**config.mk**
```make
export PLATFORM = sky130hd
export DESIGN_NAME = jtcps1_bank_arb
export DESIGN_NICKNAME = d
export VERILOG_FILES = /design/src/rtl/jtcps1_bank_arb.sv
export SDC_FILE = /design/constraint.sdc
export NUM_CORES = 1
export LEC_CHECK = 0
export BUFFER_PORTS_ARGS = -buffer_cell sky130_fd_sc_hd__buf_2
export CAP_MARGIN = 15
export CORE_MARGIN = 4
export CORE_UTILIZATION = 42
export DETAILED_ROUTE_END_ITERATION = 10
export GPL_TIMING_DRIVEN = 0
export PLACE_DENSITY = 0.84
export SLEW_MARGIN = 20
export SYNTH_ARGS = -nofsm -noshare
export SYNTH_HDL_FRONTEND = slang
export SYNTH_SLANG_ARGS = --single-unit
export TNS_END_PERCENT = 1
```
**constraint.sdc**
```tcl
create_clock -name clk -period 1.8 [get_ports clk]
set_input_delay 0.18 -clock clk [delete_from_list [all_inputs] [get_ports clk]]
set_output_delay 0.18 -clock clk [all_outputs]
set_load 0.02 [all_outputs]
```
**src/rtl/jtcps1_bank_arb.sv**
```systemverilog
// Four-bank SDRAM arbiter: one command channel shared by bank requests and periodic refresh.
// Define JTCPS1_BANK_RR_EN for round-robin arbitration; default is fixed priority 3 > 0 > 1 > 2.
module jtcps1_bank_arb #(
    parameter logic [7:0]  RFSH_PERIOD = 8'd64,
    parameter int unsigned AW          = 22
) (
    input  logic          clk,
    input  logic          rst,
    input  logic          refresh_en,
    input  logic          ba0_rd,
    input  logic          ba0_wr,
    input  logic          ba1_rd,
    input  logic          ba2_rd,
    input  logic          ba3_rd,
    input  logic [AW-1:0] ba0_addr,
    input  logic [AW-1:0] ba1_addr,
    input  logic [AW-1:0] ba2_addr,
    input  logic [AW-1:0] ba3_addr,
    input  logic [15:0]   ba0_din,
    input  logic [1:0]    ba0_din_m,
    output logic          ba0_ack,
    output logic          ba1_ack,
    output logic          ba2_ack,
    output logic          ba3_ack,
    output logic          ba0_rdy,
    output logic          ba1_rdy,
    output logic          ba2_rdy,
    output logic          ba3_rdy,
    output logic          sdram_req,
    output logic [1:0]    sdram_ba,
    output logic [AW-1:0] sdram_addr,
    output logic          sdram_wr,
    output logic [15:0]   sdram_din,
    output logic [1:0]    sdram_mask,
    output logic          sdram_rfsh,
    input  logic          sdram_busy,
    input  logic          sdram_done
);

    typedef enum logic [1:0] {StIdle, StIssue, StRfsh, StWait} state_t;

    state_t        state_q, state_d;
    logic [1:0]    bank_q, bank_d;
    logic [AW-1:0] addr_q, addr_d;
    logic          wr_q, wr_d;
    logic [15:0]   din_q, din_d;
    logic [1:0]    mask_q, mask_d;
    logic          rfsh_op_q, rfsh_op_d;
    logic [3:0]    ack_q, ack_d;
    logic [3:0]    rdy_q, rdy_d;
    logic [7:0]    cnt_q, cnt_d;

    logic [3:0]    req;
    logic          gnt_any;
    logic [1:0]    gnt_bank;
    logic [AW-1:0] gnt_addr;
    logic          rfsh_go;
    logic          grant;

    assign req     = {ba3_rd, ba2_rd, ba1_rd, ba0_rd | ba0_wr};
    assign rfsh_go = (state_q == StIdle) && (cnt_q == 8'd0) && refresh_en;
    assign grant   = (state_q == StIdle) && !rfsh_go && gnt_any;

`ifdef JTCPS1_BANK_RR_EN
    logic [1:0] ptr_q, ptr_d;
    logic [1:0] rr_idx;

    // ptr_q is the first bank searched, i.e. the one after the last grant
    always_comb begin
        gnt_any  = 1'b0;
        gnt_bank = ptr_q;
        rr_idx   = ptr_q;
        for (int i = 0; i < 4; i++) begin
            rr_idx = ptr_q + 2'(i);
            if (!gnt_any && req[rr_idx]) begin
                gnt_any  = 1'b1;
                gnt_bank = rr_idx;
            end
        end
    end

    always_comb begin
        ptr_d = ptr_q;
        if (grant) ptr_d = gnt_bank + 2'd1;
    end

    always_ff @(posedge clk) begin
        if (!rst) ptr_q <= 2'd0;
        else      ptr_q <= ptr_d;
    end
`else
    always_comb begin
        gnt_any  = |req;
        gnt_bank = 2'd2;
        if (req[3])      gnt_bank = 2'd3;
        else if (req[0]) gnt_bank = 2'd0;
        else if (req[1]) gnt_bank = 2'd1;
    end
`endif

    always_comb begin
        gnt_addr = ba0_addr;
        unique case (gnt_bank)
            2'd0: gnt_addr = ba0_addr;
            2'd1: gnt_addr = ba1_addr;
            2'd2: gnt_addr = ba2_addr;
            2'd3: gnt_addr = ba3_addr;
        endcase
    end

    always_comb begin
        state_d   = state_q;
        bank_d    = bank_q;
        addr_d    = addr_q;
        wr_d      = wr_q;
        din_d     = din_q;
        mask_d    = mask_q;
        rfsh_op_d = rfsh_op_q;
        ack_d     = 4'd0;
        rdy_d     = 4'd0;
        cnt_d     = cnt_q;
        if (refresh_en && cnt_q != 8'd0) cnt_d = cnt_q - 8'd1;

        unique case (state_q)
            StIdle: begin
                if (rfsh_go) begin
                    state_d   = StRfsh;
                    rfsh_op_d = 1'b1;
                end else if (grant) begin
                    state_d          = StIssue;
                    rfsh_op_d        = 1'b0;
                    bank_d           = gnt_bank;
                    addr_d           = gnt_addr;
                    wr_d             = (gnt_bank == 2'd0) && ba0_wr;
                    din_d            = ba0_din;
                    mask_d           = ba0_din_m;
                    ack_d[gnt_bank]  = 1'b1;
                end
            end
            StIssue: begin
                if (sdram_busy) state_d = StWait;
            end
            StRfsh: begin
                if (sdram_busy) begin
                    state_d = StWait;
                    cnt_d   = RFSH_PERIOD;
                end
            end
            StWait: begin
                if (sdram_done) begin
                    state_d = StIdle;
                    if (!rfsh_op_q) rdy_d[bank_q] = 1'b1;
                end
            end
        endcase
    end

    always_ff @(posedge clk) begin
        if (!rst) begin
            state_q   <= StIdle;
            bank_q    <= 2'd0;
            addr_q    <= '0;
            wr_q      <= 1'b0;
            din_q     <= 16'd0;
            mask_q    <= 2'b11;
            rfsh_op_q <= 1'b0;
            ack_q     <= 4'd0;
            rdy_q     <= 4'd0;
            cnt_q     <= RFSH_PERIOD;
        end else begin
            state_q   <= state_d;
            bank_q    <= bank_d;
            addr_q    <= addr_d;
            wr_q      <= wr_d;
            din_q     <= din_d;
            mask_q    <= mask_d;
            rfsh_op_q <= rfsh_op_d;
            ack_q     <= ack_d;
            rdy_q     <= rdy_d;
            cnt_q     <= cnt_d;
        end
    end

    assign sdram_req  = (state_q == StIssue);
    assign sdram_rfsh = (state_q == StRfsh);
    assign sdram_ba   = bank_q;
    assign sdram_addr = addr_q;
    assign sdram_wr   = wr_q;
    assign sdram_din  = din_q;
    assign sdram_mask = mask_q;

    assign {ba3_ack, ba2_ack, ba1_ack, ba0_ack} = ack_q;
    assign {ba3_rdy, ba2_rdy, ba1_rdy, ba0_rdy} = rdy_q;

endmodule
```
Word-level counts from Yosys, hierarchy flattened --
Cells that the tools add are included.
Word-level totals: word-level logic and storage cells 70, bits in registers 62, input port bits 116, output and inout port bits 53
Cells by class: magnitude comparators 4, bitwise gates (word level) 7, reductions and logical operators 21, multiplexer cells 18, eq/ne operators 9, add/sub/neg operators 1
Operators with widths (count):
- one-hot mux 22 bit (4 select lines) | 1
- two-way mux 8 bit | 3
- two-way mux 2 bit | 7
- OR reduction 4 bit | 3
- equality test 2 bit, second input constant | 4
- logical AND 1 bit | 8
- logical NOT 8 bit | 1
- nonzero test 8 bit | 1
- subtractor 8 x 1 -> 8 bit, second input constant | 1
- < comparator 2 x 3 -> 1 bit, second input constant | 2
- NOT 1 bit | 6
- one-hot mux 2 bit (3 select lines) | 1
- AND reduction 3 bit | 2
- demux 1 bit (select 2 bit) | 2
- equality test 2 x 1 -> 1 bit, second input constant | 2
- >= comparator 2 x 1 -> 1 bit, second input constant | 2
- logical NOT 2 bit | 2
- two-way mux 1 bit | 4
- != test 3 bit, second input constant | 1
- != test 2 x 1 -> 1 bit, second input constant | 1
- != test 2 bit, second input constant | 1
- AND reduction 2 bit | 1
- nonzero test 2 bit | 1
- OR reduction 2 bit | 1
- 2 further kinds | 2

Depth between registers and ports, before layout --
word-level depth 9, gate-level depth with buffers 7, gate-level depth less buffers 6

Worst setup path after synthesis --
OpenSTA, ideal clock, no wires.
kind register to register, from register cnt_q[0], to register state_q[0], data required time 1677 ps, arrival time 1583 ps, buffers on the path 0, clock period less this slack 1706 ps, library setup time 123 ps, path slack 94 ps, cell stages (with the launch flop) 7, cell sequence dfxtp_1 inv_1 ha_1 and4bb_2 a21oi_2 a21oi_1 mux2_1
On the way: word-level cells in the longest chain between the ends 8, elaborated cells on any way between the ends 10, classes of those cells 1 x eq/ne; 2 x mux; 7 x reduce/logical
Ends and longest elaborated chain:
- from (decl) | line 51 | logic [7:0] cnt_q, cnt_d;
- from (signal assigned) | line 180 | cnt_q <= cnt_d;
- logical NOT 8 bit (*) | line 61 | assign rfsh_go = (state_q == StIdle) && (cnt_q == 8'd0) && refresh_en;
- logical AND 1 bit (*) (2 in a row) | line 61
- logical NOT 1 bit | line 62 | assign grant = (state_q == StIdle) && !rfsh_go && gnt_any;
- logical AND 1 bit (2 in a row) | line 62
- != test 3 bit (no source line)
- AND reduction 3 bit (no source line)
- to (signal assigned) | line 160 | state_q <= StIdle;
- to (signal assigned) | line 171 | state_q <= state_d;
- to (decl) | line 42 | state_t state_q, state_d;
Mark *: on every way between the ends. The rest lies on a longest branch, timed or not. A chain may end at the register's enable or synchronous reset.

Final worst setup path --
from register cnt_q[4], to register state_q[0]
The elaborated chain is that of the path after synthesis.

==> results.sh <==
export IMPL_status="finished clean"
export IMPL_ys_seq_elements=62
export IMPL_timing_final_crit_share_pct=94.4
export IMPL_critPathArrivalTime_ns=1.93
export IMPL_vias_per_cell=5.26
export IMPL_overflow=0
export IMPL_root_buffer="clkbuf_8"
export IMPL_skew_ns=0.00816
export IMPL_antenna_found_initial=0
export IMPL_grt_pass1_vias=3765
export IMPL_n_fill_cell=739
export IMPL_muxShareOfSynthArea_pct=14.0
export IMPL_cts_buffers=9
export IMPL_fin_nets=715
export IMPL_yosysSeqAreaShare_pct=36.9
export IMPL_place_gp_congestion=0.994
export IMPL_first_iter_violations=135
export IMPL_ys_warnings_count=0
export IMPL_clk_path_buf_depth=2
export IMPL_vias=3679
export IMPL_num_antenna_cells=0
export IMPL_cp_required_ns=2.04
export IMPL_synthTopCellsByCount="dfxtp_1, nand2_1, mux2i_1, o21ai_0, nor3_1"
export IMPL_powerDensity_mw_per_mm2=1290
export IMPL_critical_path_class="register to register"
export IMPL_hold_viol=0
export IMPL_wl_um=10500
export IMPL_synth_simple_area_share_pct=23.6
export IMPL_min_period_ns=1.70
export IMPL_postRouteAntennaNets=0
export IMPL_synth_top_cell_by_area="dfxtp_1"
export IMPL_synth_main_ff_cell="dfxtp_1"
export IMPL_syn_avg_cell_area_sq_um=8.11
export IMPL_dp_hpwl_um=8430
export IMPL_synth_compound_area_share_pct=16.5
export IMPL_ys_top_cells_by_area="dfxtp_1, mux2i_1, o21ai_0"
export IMPL_synthToLayoutAreaGrowth_pct=35.1
export IMPL_p_leak_uw=0.00216
export IMPL_dieArea_sq_mm=0.00951
export IMPL_startpoint_type="register"
export IMPL_synth_top_family_by_area="simple AND/OR/NAND/NOR gates"
export IMPL_cts_setup_buffers=0
export IMPL_syn_area_sq_mm=0.00337
export IMPL_htreeDepth=3
export IMPL_grtUsageTotal_pct=21.7
export IMPL_syn_nets=538
export IMPL_setup_violations=0
export IMPL_slew_limit_headroom_pct=65.9
export IMPL_maxCapViolCount=0
export IMPL_cp_max_fo=7
export IMPL_hp_class="input pin to register"
export IMPL_synth_most_common_cell="dfxtp_1"
export IMPL_cpPeakStageDelay_ns=0.48
export IMPL_yosysTopAreaCellShare_pct=36.9
export IMPL_die_y_um=97.5
export IMPL_synth_edf_count=0
export IMPL_die_w_um=97.5
export IMPL_synthCells=415
export IMPL_clock_sinks=62
export IMPL_synthXorXnorAreaFrac_pct=0.781
export IMPL_post_route_cells_drive_above_1_share_pct=34.3
export IMPL_crit_chain="nor4_4, a21oi_4, a21oi_1, mux2_1"
export IMPL_dpl_cell_area_sq_mm=0.00432
export IMPL_first_pass_iters=4
export IMPL_rsz0062_at_grt="true"
export IMPL_fmaxAchievable_mhz=589
export IMPL_fp_row_count=32
export IMPL_tns_ns=0
export IMPL_pin_count=169
export IMPL_cts_tree="done"
export IMPL_fin_util_pct=58.5
export IMPL_tightest_slew_ns=0.512
export IMPL_fin_area_sq_mm=0.00455
export IMPL_drc=0
export IMPL_wl_per_cell_um=15.0
export IMPL_slew_viol_final=0
export IMPL_cp_slowest_cell="nor4_4"
export IMPL_grt_pass1_wl_um=17000
export IMPL_worst_setup_path_end_kind="register"
export IMPL_synth_cell_types=43
export IMPL_async_reset_ff_share_pct=0
export IMPL_synth_adder_area_share_pct=2.60
export IMPL_clkTransAtPathRegs_ns=0.07
export IMPL_clock_latency_ns=0.34
export IMPL_cts_hold_buf=0
export IMPL_initial_core_util_pct=43.3
export IMPL_grt_max_degree=13
export IMPL_numPortBuffers=166
export IMPL_fp_coreArea_sq_mm=0.00777
export IMPL_peakVddDrop_mv=0.520
==> cells by family (layout without fill, tap and decap cells) <==
| logic type | Yosys count | after routing |
|---|---|---|
| adders and majority gates | 7 | 7 |
| and+or+nand+nor | 153 | 153 |
| buffers and inverters | 41 | 223 |
| muxes | 47 | 47 |
| xor gates and xnor gates | 3 | 3 |
| DFF | 62 | 62 |
| AOI/OAI and AO/OA | 102 | 102 |
==> power by group <==
| group | total (uW) | internal [uW] | leakage (uW) | switching, uW |
|---|---|---|---|---|
| combinational | 2620 | 1070 | 0.00155 | 1550 |
| sequential | 2030 | 1760 | 0.000511 | 271 |
| clock | 1220 | 643 | 0.0000960 | 577 |
| total | 5870 | 3470 | 0.00216 | 2400 |
==> registers in the layout (all words and copies together) (netlist names) <==
register / cells
ack_q: 4
cnt_q: 8
rdy_q: 4
rfsh_op_q: 1
sdram_addr: 22
sdram_ba: 2
sdram_din: 16
sdram_mask: 2
sdram_wr: 1
state_q: 2
==> path summary, 6_finish.rpt <==
path,startpoint,endpoint,slack (ns),depth (start not counted)
min,ba0_din_m[0],sdram_mask[0],0.08,3
min reg2reg,sdram_addr[4],sdram_addr[4],0.46,2
max,cnt_q[4],state_q[0],0.10,4
max reg2reg,cnt_q[4],state_q[0],0.10,4
==> per-layer routing <==
| layer | global-route usage, % | vias up | part of all wire, % |
|---|---|---|---|
| met3 | 4.38 | 37 | 7.3 |
| met4 | 13.5 | 0 | 4.0 |
| met5 | 0 | - | 0 |
| met1 | 24.0 | 1655 | 39 |
| li1 | - | 1815 | - |
| met2 | 37.9 | 172 | 50 |
==> cell type report <==
class                      count  area, sq um  share of cell area (%)
clock inverter                 7         72.6                    1.60
clock buffer                   9          124                    2.73
inverter                       9         33.8                   0.743
multi-input combinational    312         1950                    42.9
timing repair buffer         166          831                    18.3
sequential                    62         1240                    27.3
buffer                        32          165                    3.63
tap                          102          128                    2.81
==> per-stage QoR <==
stage / hold slack, ns / instances / total power [uW] / setup WS [ns]
6_report: 0.0766 / 699 / 5870 / 0.101
5_1_grt: 0.0781 / 699 / 6230 / -0.00846
4_1_cts: 0.0603 / 699 / 5860 / 0.0175
3_5_place_dp: 0.425 / 683 / 4610 / -0.0446
3_3_place_gp: 0.416 / 683 / 4520 / -0.0191
2_1_floorplan: 0.325 / 415 / 3800 / 0.0939
==> worst max-delay path: cells and delay by family (launching register included) <==
kind            cells  cell delay, ns
compound gates      2            0.40
flops               1            0.38
simple gates        1            0.48
mux                 1            0.34
==> cells in the final DEF (no fill, tap or decap), drive strengths merged, types with 11 or more instances in the layout <==
cell / instances
buf: 180
o21ai: 66
dfxtp: 62
nand2: 50
mux2i: 46
nor3: 30
clkbuf: 27
nand3: 23
a21oi: 23
nand2b: 22
nor2: 12
inv: 11
==> what timing repair did <==
action                                 CTS  global route
endpoints found under the hold margin    0             0
setup endpoints to repair               20            42
gates resized for setup                  2            10
pin swaps                                0             2
Note: power is estimated with default switching activity, not from simulation.
